`src/rtl/hsem_ahb_mst_pkg.sv`:
```
// Shared AHB encodings and FSM state type for the semaphore AHB initiator.
// Also carries the subsystem-wide width macros used as parameter defaults.
`ifndef HSEM_DEFINES_SV
`define HSEM_DEFINES_SV
`define AHB_DATA_WIDTH     32
`define AHB_SEM_ADDR_WIDTH 32
`endif

package hsem_ahb_mst_pkg;

    localparam logic [1:0] HTRANS_IDLE   = 2'b00;
    localparam logic [1:0] HTRANS_NONSEQ = 2'b10;

    localparam logic [1:0] HRESP_OKAY  = 2'b00;
    localparam logic [1:0] HRESP_ERROR = 2'b01;
    localparam logic [1:0] HRESP_RETRY = 2'b10;
    localparam logic [1:0] HRESP_SPLIT = 2'b11;

    localparam logic [2:0] HSIZE_WORD    = 3'b010;
    localparam logic [2:0] HBURST_SINGLE = 3'b000;

    typedef enum logic [1:0] {
        ST_IDLE = 2'd0,
        ST_ADDR = 2'd1,
        ST_DATA = 2'd2,
        ST_ERR2 = 2'd3
    } mst_state_e;

endpackage

```
`src/rtl/hsem_ahb_mst.sv`:
```
// AHB initiator for the hardware-semaphore subsystem.
// Single-word commands become single NONSEQ transfers, one outstanding at a time.
// Optional feature macro: HSEM_MST_RETRY_EN -- re-issue the same command up to
// MAX_RETRY times after a two-cycle non-OKAY response before reporting an error.
module hsem_ahb_mst
    import hsem_ahb_mst_pkg::*;
#(
    parameter int         ADDR_W    = `AHB_SEM_ADDR_WIDTH,
    parameter int         DATA_W    = `AHB_DATA_WIDTH,
    parameter int         MAX_RETRY = 3,
    parameter logic [3:0] HPROT_VAL = 4'b0011
) (
    input  logic              hclk,
    input  logic              hresetn,
    input  logic              cmd_valid,
    output logic              cmd_ready,
    input  logic              cmd_write,
    input  logic [ADDR_W-1:0] cmd_addr,
    input  logic [DATA_W-1:0] cmd_wdata,
    output logic              rsp_valid,
    output logic [DATA_W-1:0] rsp_rdata,
    output logic              rsp_err,
    output logic [ADDR_W-1:0] haddr,
    output logic [1:0]        htrans,
    output logic              hwrite,
    output logic [2:0]        hsize,
    output logic [2:0]        hburst,
    output logic [3:0]        hprot,
    output logic              hmastlock,
    output logic [DATA_W-1:0] hwdata,
    input  logic              hready,
    input  logic [1:0]        hresp,
    input  logic [DATA_W-1:0] hrdata
);

    mst_state_e        state_q, state_d;
    logic [ADDR_W-1:0] haddr_q, haddr_d;
    logic              hwrite_q, hwrite_d;
    logic [DATA_W-1:0] hwdata_q, hwdata_d;
    logic              rsp_valid_q, rsp_valid_d;
    logic [DATA_W-1:0] rsp_rdata_q, rsp_rdata_d;
    logic              rsp_err_q, rsp_err_d;

    // Byte-lane bits of the command address never reach the bus.
    logic [1:0] unused_addr_lsb;
    assign unused_addr_lsb = cmd_addr[1:0];

`ifdef HSEM_MST_RETRY_EN
    localparam int             RC_W   = (MAX_RETRY > 0) ? $clog2(MAX_RETRY + 1) : 1;
    localparam logic [RC_W-1:0] RC_MAX = RC_W'(MAX_RETRY);
    logic [RC_W-1:0] retry_cnt_q, retry_cnt_d;

    // Retry attempts used by the command currently in flight.
    always_ff @(posedge hclk or negedge hresetn) begin
        if (!hresetn) retry_cnt_q <= '0;
        else          retry_cnt_q <= retry_cnt_d;
    end
`endif

    // Command/bus state registers; reset abandons any transfer silently.
    always_ff @(posedge hclk or negedge hresetn) begin
        if (!hresetn) begin
            state_q     <= ST_IDLE;
            haddr_q     <= '0;
            hwrite_q    <= 1'b0;
            hwdata_q    <= '0;
            rsp_valid_q <= 1'b0;
            rsp_rdata_q <= '0;
            rsp_err_q   <= 1'b0;
        end else begin
            state_q     <= state_d;
            haddr_q     <= haddr_d;
            hwrite_q    <= hwrite_d;
            hwdata_q    <= hwdata_d;
            rsp_valid_q <= rsp_valid_d;
            rsp_rdata_q <= rsp_rdata_d;
            rsp_err_q   <= rsp_err_d;
        end
    end

    // Next-state: accept command, address phase, data phase, two-cycle error tail.
    always_comb begin
        state_d     = state_q;
        haddr_d     = haddr_q;
        hwrite_d    = hwrite_q;
        hwdata_d    = hwdata_q;
        rsp_valid_d = 1'b0;
        rsp_rdata_d = rsp_rdata_q;
        rsp_err_d   = rsp_err_q;
        cmd_ready   = 1'b0;
`ifdef HSEM_MST_RETRY_EN
        retry_cnt_d = retry_cnt_q;
`endif
        unique case (state_q)
            ST_IDLE: begin
                cmd_ready = 1'b1;
                if (cmd_valid) begin
                    haddr_d  = {cmd_addr[ADDR_W-1:2], 2'b00};
                    hwrite_d = cmd_write;
                    hwdata_d = cmd_wdata;
                    state_d  = ST_ADDR;
`ifdef HSEM_MST_RETRY_EN
                    retry_cnt_d = '0;
`endif
                end
            end
            ST_ADDR: begin
                if (hready) state_d = ST_DATA;
            end
            ST_DATA: begin
                if (hready) begin
                    // Completion; a one-cycle non-OKAY is a slave protocol
                    // violation and is reported as a final error.
                    state_d     = ST_IDLE;
                    rsp_valid_d = 1'b1;
                    rsp_err_d   = (hresp != HRESP_OKAY);
                    rsp_rdata_d = (hwrite_q || hresp != HRESP_OKAY) ? '0 : hrdata;
                end else if (hresp != HRESP_OKAY) begin
                    state_d = ST_ERR2;
                end
            end
            ST_ERR2: begin
                if (hready) begin
`ifdef HSEM_MST_RETRY_EN
                    if (retry_cnt_q < RC_MAX) begin
                        retry_cnt_d = retry_cnt_q + 1'b1;
                        state_d     = ST_ADDR;
                    end else begin
                        state_d     = ST_IDLE;
                        rsp_valid_d = 1'b1;
                        rsp_err_d   = 1'b1;
                        rsp_rdata_d = '0;
                    end
`else
                    state_d     = ST_IDLE;
                    rsp_valid_d = 1'b1;
                    rsp_err_d   = 1'b1;
                    rsp_rdata_d = '0;
`endif
                end
            end
            default: state_d = ST_IDLE;
        endcase
    end

    assign htrans    = (state_q == ST_ADDR) ? HTRANS_NONSEQ : HTRANS_IDLE;
    assign haddr     = haddr_q;
    assign hwrite    = hwrite_q;
    assign hwdata    = hwdata_q;
    assign hsize     = HSIZE_WORD;
    assign hburst    = HBURST_SINGLE;
    assign hprot     = HPROT_VAL;
    assign hmastlock = 1'b0;
    assign rsp_valid = rsp_valid_q;
    assign rsp_rdata = rsp_rdata_q;
    assign rsp_err   = rsp_err_q;

endmodule
```
`config.mk`:
```
export PLATFORM = sky130hd
export DESIGN_NAME = hsem_ahb_mst
export DESIGN_NICKNAME = d
export VERILOG_FILES = /design/src/rtl/hsem_ahb_mst_pkg.sv /design/src/rtl/hsem_ahb_mst.sv
export SDC_FILE = /design/constraint.sdc
export NUM_CORES = 1
export LEC_CHECK = 0
export ABC_CLOCK_PERIOD_IN_PS = 1700
export BUFFER_PORTS_ARGS = -buffer_cell sky130_fd_sc_hd__buf_2
export CAP_MARGIN = 20
export CORE_ASPECT_RATIO = 1.75
export CORE_UTILIZATION = 45
export DETAILED_ROUTE_END_ITERATION = 16
export PLACE_DENSITY = 0.8
export SKIP_CTS_REPAIR_TIMING = 1
export SYNTH_ARGS = -nofsm -noshare
export SYNTH_HDL_FRONTEND = slang
export SYNTH_SLANG_ARGS = --single-unit
```
`constraint.sdc`:
```
create_clock -name hclk -period 1.7 [get_ports hclk]
set_input_delay 0 -clock hclk [delete_from_list [all_inputs] [get_ports hclk]]
set_output_delay 0 -clock hclk [all_outputs]
set_load 0.05 [all_outputs]
```
==> impl_summary.md <==
Setup path
In this run the worst path has a maximum fanout of 59. The critical path goes through nor3b_2 > buf_12 > mux2_2. The slowest stage of the critical path is the sky130_fd_sc_hd__dfrtp_1 cell. STA puts the critical path data required time at 1.92 ns. The critical register-to-register path endpoint is hwdata[2]. The number of buffers and inverters on the critical path is 1. In this design, the stage delay of the slowest critical-path cell is 0.43 ns. The category of the worst setup path capture point is a flip-flop. The startpoint class of the critical path is a flip-flop. The register-to-register setup slack is 0.08 ns. The number of cells on the worst reg-to-reg path is 3. The start-to-end type of the worst setup path is reg2reg. Among cell families on the critical path, the largest total delay comes from flip-flops. The startpoint identified for the worst register-to-register timing path is state_q[0]. STA puts the critical path data arrival time at 1.84 ns.

Outcome
The checks that failed: negative hold slack. The run finished, with violations left.

STA
The upper clock frequency limit is 616 MHz. The worst clock skew is 0.00802 ns. The final cycle utilization of the critical path is 95.4%. The count of final max-slew check failures is 0. The smallest setup slack after layout is 0.0777 ns.

The minimum clock period after layout is 1.62 ns. The post-route setup TNS is 0 ns. The final hold violation count was 1. The number of endpoints failing setup at the final stage is 0. The smallest hold slack is -0.0106 ns. Setup repair after global routing left no endpoint under its margin.

Power and ir drop
The switching power is 6.37 mW. Sequential cells burn 30.5% of the power. The share of total power in combinational logic is 53.6%. After layout, the design draws a total of 12.9 mW. The part of the total power dissipated in the clock network is 15.9%. The internal portion of total power is 6.49 mW. The standby leakage power is 3.06 nW. The worst-case IR drop observed on VDD is 1.67 mV. In this run the power density over the cells is 1990 nW/um^2. In this run switching power makes up 49.5% of total power.

Logic synthesis
The synthesized instance count is 280. Yosys attributes the largest share of cell area to sky130_fd_sc_hd__dfrtp_1 (59%), sky130_fd_sc_hd__mux2_2 (17%), sky130_fd_sc_hd__nand4b_1 (6.7%). Yosys mapped the design onto 21 distinct sky130hd cell types. The top cell type's share of synthesized area is 59.3%. The biggest area consumer among synthesized cells is sky130_fd_sc_hd__dfrtp_1. The average cell area after synthesis is 14.9 sq um. Of the synthesized area, sequential elements account for 59.3%. Counting flops and latches in the post-synthesis netlist gives 99. The synthesized area is 4180 sq um. Yosys printed 0 warnings.

Layout
0 antenna diodes ended up in the layout. The final net count is 672. The area growth from synthesis to final layout is 54.8%. The share of cells above drive strength 1 is 52.6%. The final design utilization is 71.5%. The top cell types in the final layout, fill and taps aside, are sky130_fd_sc_hd__buf_2 (198), sky130_fd_sc_hd__dfrtp_1 (98), sky130_fd_sc_hd__dlygate4sd3_1 (96). The layout has 598 filler cells. The library cell used most frequently in the layout, excluding fill and tap cells, is sky130_fd_sc_hd__buf_2.

Global route
The pin count of the biggest net entering global routing is 60. The number of global-route vias before repair is 3,234. The wire length of the first global-routing pass is 15,000 um. The number of antenna violations at the first check in global routing is 0. Global routing used 20.8% of the available tracks across all layers. The total grt overflow is 0.

Floorplan
For this configuration, the core starts out at a cell density of 46.2%. After floorplanning, the core was divided into 46 placement rows. The I/O pin count is 216. The placeable core region is 9040 sq um. The height of the chip is 129 um. The area of the die is 9690 sq um.

The die is 74.8 um wide.

Clock network
The TritonCTS clock tree is built. The clock tree root driver cell is sky130_fd_sc_hd__clkbuf_16. The TritonCTS buffer count is 9. The clock tree synthesis step divided the H-tree into 3 levels. The maximum root-to-sink buffer count is 2. The total clock sinks is 99. After clock tree synthesis, the clock-pin slew on the worst setup and hold paths is 0.07 ns. For the worst-skew pair, the clock arrives at the later sink with an insertion delay of 0.34 ns.

Placed design
Routability-driven placement finished with a final weighted congestion of 0.778. The HPWL after detailed placement is 7170 um. The number of port buffers is 199. OpenSTA, run right after detailed placement, puts the worst setup slack at 0.100 ns.

Routing
The total via count in the routed design is 3,514. The number of vias per cell after detailed routing is 5.06. Before antenna repair, the detailed router went through 7 iterations. The detail route stage leaves a number of antenna-violating nets equal to 0. In the routed design, unresolved DRC markers number 0. For this block, the initial DRC count from the detailed router was 146.

In the final routed layout, each cell accounts on average for 17.3 um. The total routed wirelength is 12,000 um.

Min path
The worst hold path startpoint is hresp[0]. In this run the worst hold path is classified as in2reg. The worst hold path passes through 3 cells.

The worst hold endpoint is state_q[0].

Flow run
The max-cap violation count is 0.
[how the worst max path moves through the flow]
| stage | slack, ns | end | from | cells after the start |
|---|---|---|---|---|
| floorplan | 0.14 | state_q[1] | state_q[1] | 3 |
| global placement | 0.14 | hwdata[29] | state_q[0] | 3 |
| detailed placement | 0.10 | hwdata[28] | state_q[0] | 3 |
| CTS | 0.04 | hwrite | hwrite | 1 |
| global route | 0.02 | rsp_rdata[11] | state_q[0] | 3 |
| finish | 0.08 | hwdata[2] | state_q[0] | 3 |
[per-stage QoR]
step,area [sq um],cells
after detailed placement,5200,582
after CTS,5500,598
after global routing,6460,694
after floorplan,4220,292
after global placement,5200,582
final,6460,694
[worst register-to-register path, cell delays in order, from the launching register on]
cell and delay (ns):
sky130_fd_sc_hd__dfrtp_1 0.43, sky130_fd_sc_hd__nor3b_2 0.31, sky130_fd_sc_hd__buf_12 0.33, sky130_fd_sc_hd__mux2_2 0.44
[routing by layer]
metal | GRT usage (%) | share of wire, % | up-vias
li1 | - | - | 1581
met1 | 22.6 | 36 | 1729
met2 | 36.2 | 56 | 165
met3 | 4.98 | 4.7 | 39
met4 | 11.5 | 3.9 | 0
met5 | 0 | 0 | -
[flip-flops by register name, indices dropped and copies added (netlist names)]
name,count
state_q,2
rsp_err,1
rsp_rdata,32
hwrite,1
hwdata,32
haddr,30
rsp_valid,1
[power groups by stage]
stage               Sequential, mW  Clock (mW)  Combinational, mW
floorplan                     7.09           0               1.98
global placement              3.86           0               6.55
detailed placement            3.91           0               6.65
CTS                           3.89        2.08               6.66
global route                  4.04        2.17               7.15
finish                        3.93        2.04               6.89
[cells by family after synthesis]
logic type,count (synthesis),share of synthesized area [%]
and+or+nand+nor,40,7.82
AOI/OAI and AO/OA,34,8.66
muxes,64,17.3
DFF,99,59.3
other,2,0.180
buffers and inverters,41,6.77
[area by class of cell]
class	instances	area (sq um)	area share, %
Multi-Input combinational cell	152	1470	22.7
Sequential cell	99	2480	38.3
Inverter	2	7.51	0.116
Tap cell	120	150	2.32
Clock buffer	10	229	3.54
Clock inverter	6	73.8	1.14
Timing Repair Buffer	305	2060	31.9
[synthesized netlist by cell type (all sizes together)]
cell	instances
dfrtp	99
mux2	64
nand4b	32
o2bb2ai	32
buf	29
clkbuf	10
conb	2
inv	2
nor2	2
a21bo	1
nand2	1
nand2b	1
nor2b	1
nor3b	1
o221ai	1
or3	1
or3b	1
No activity file was read; power rests on OpenSTA's default activity.
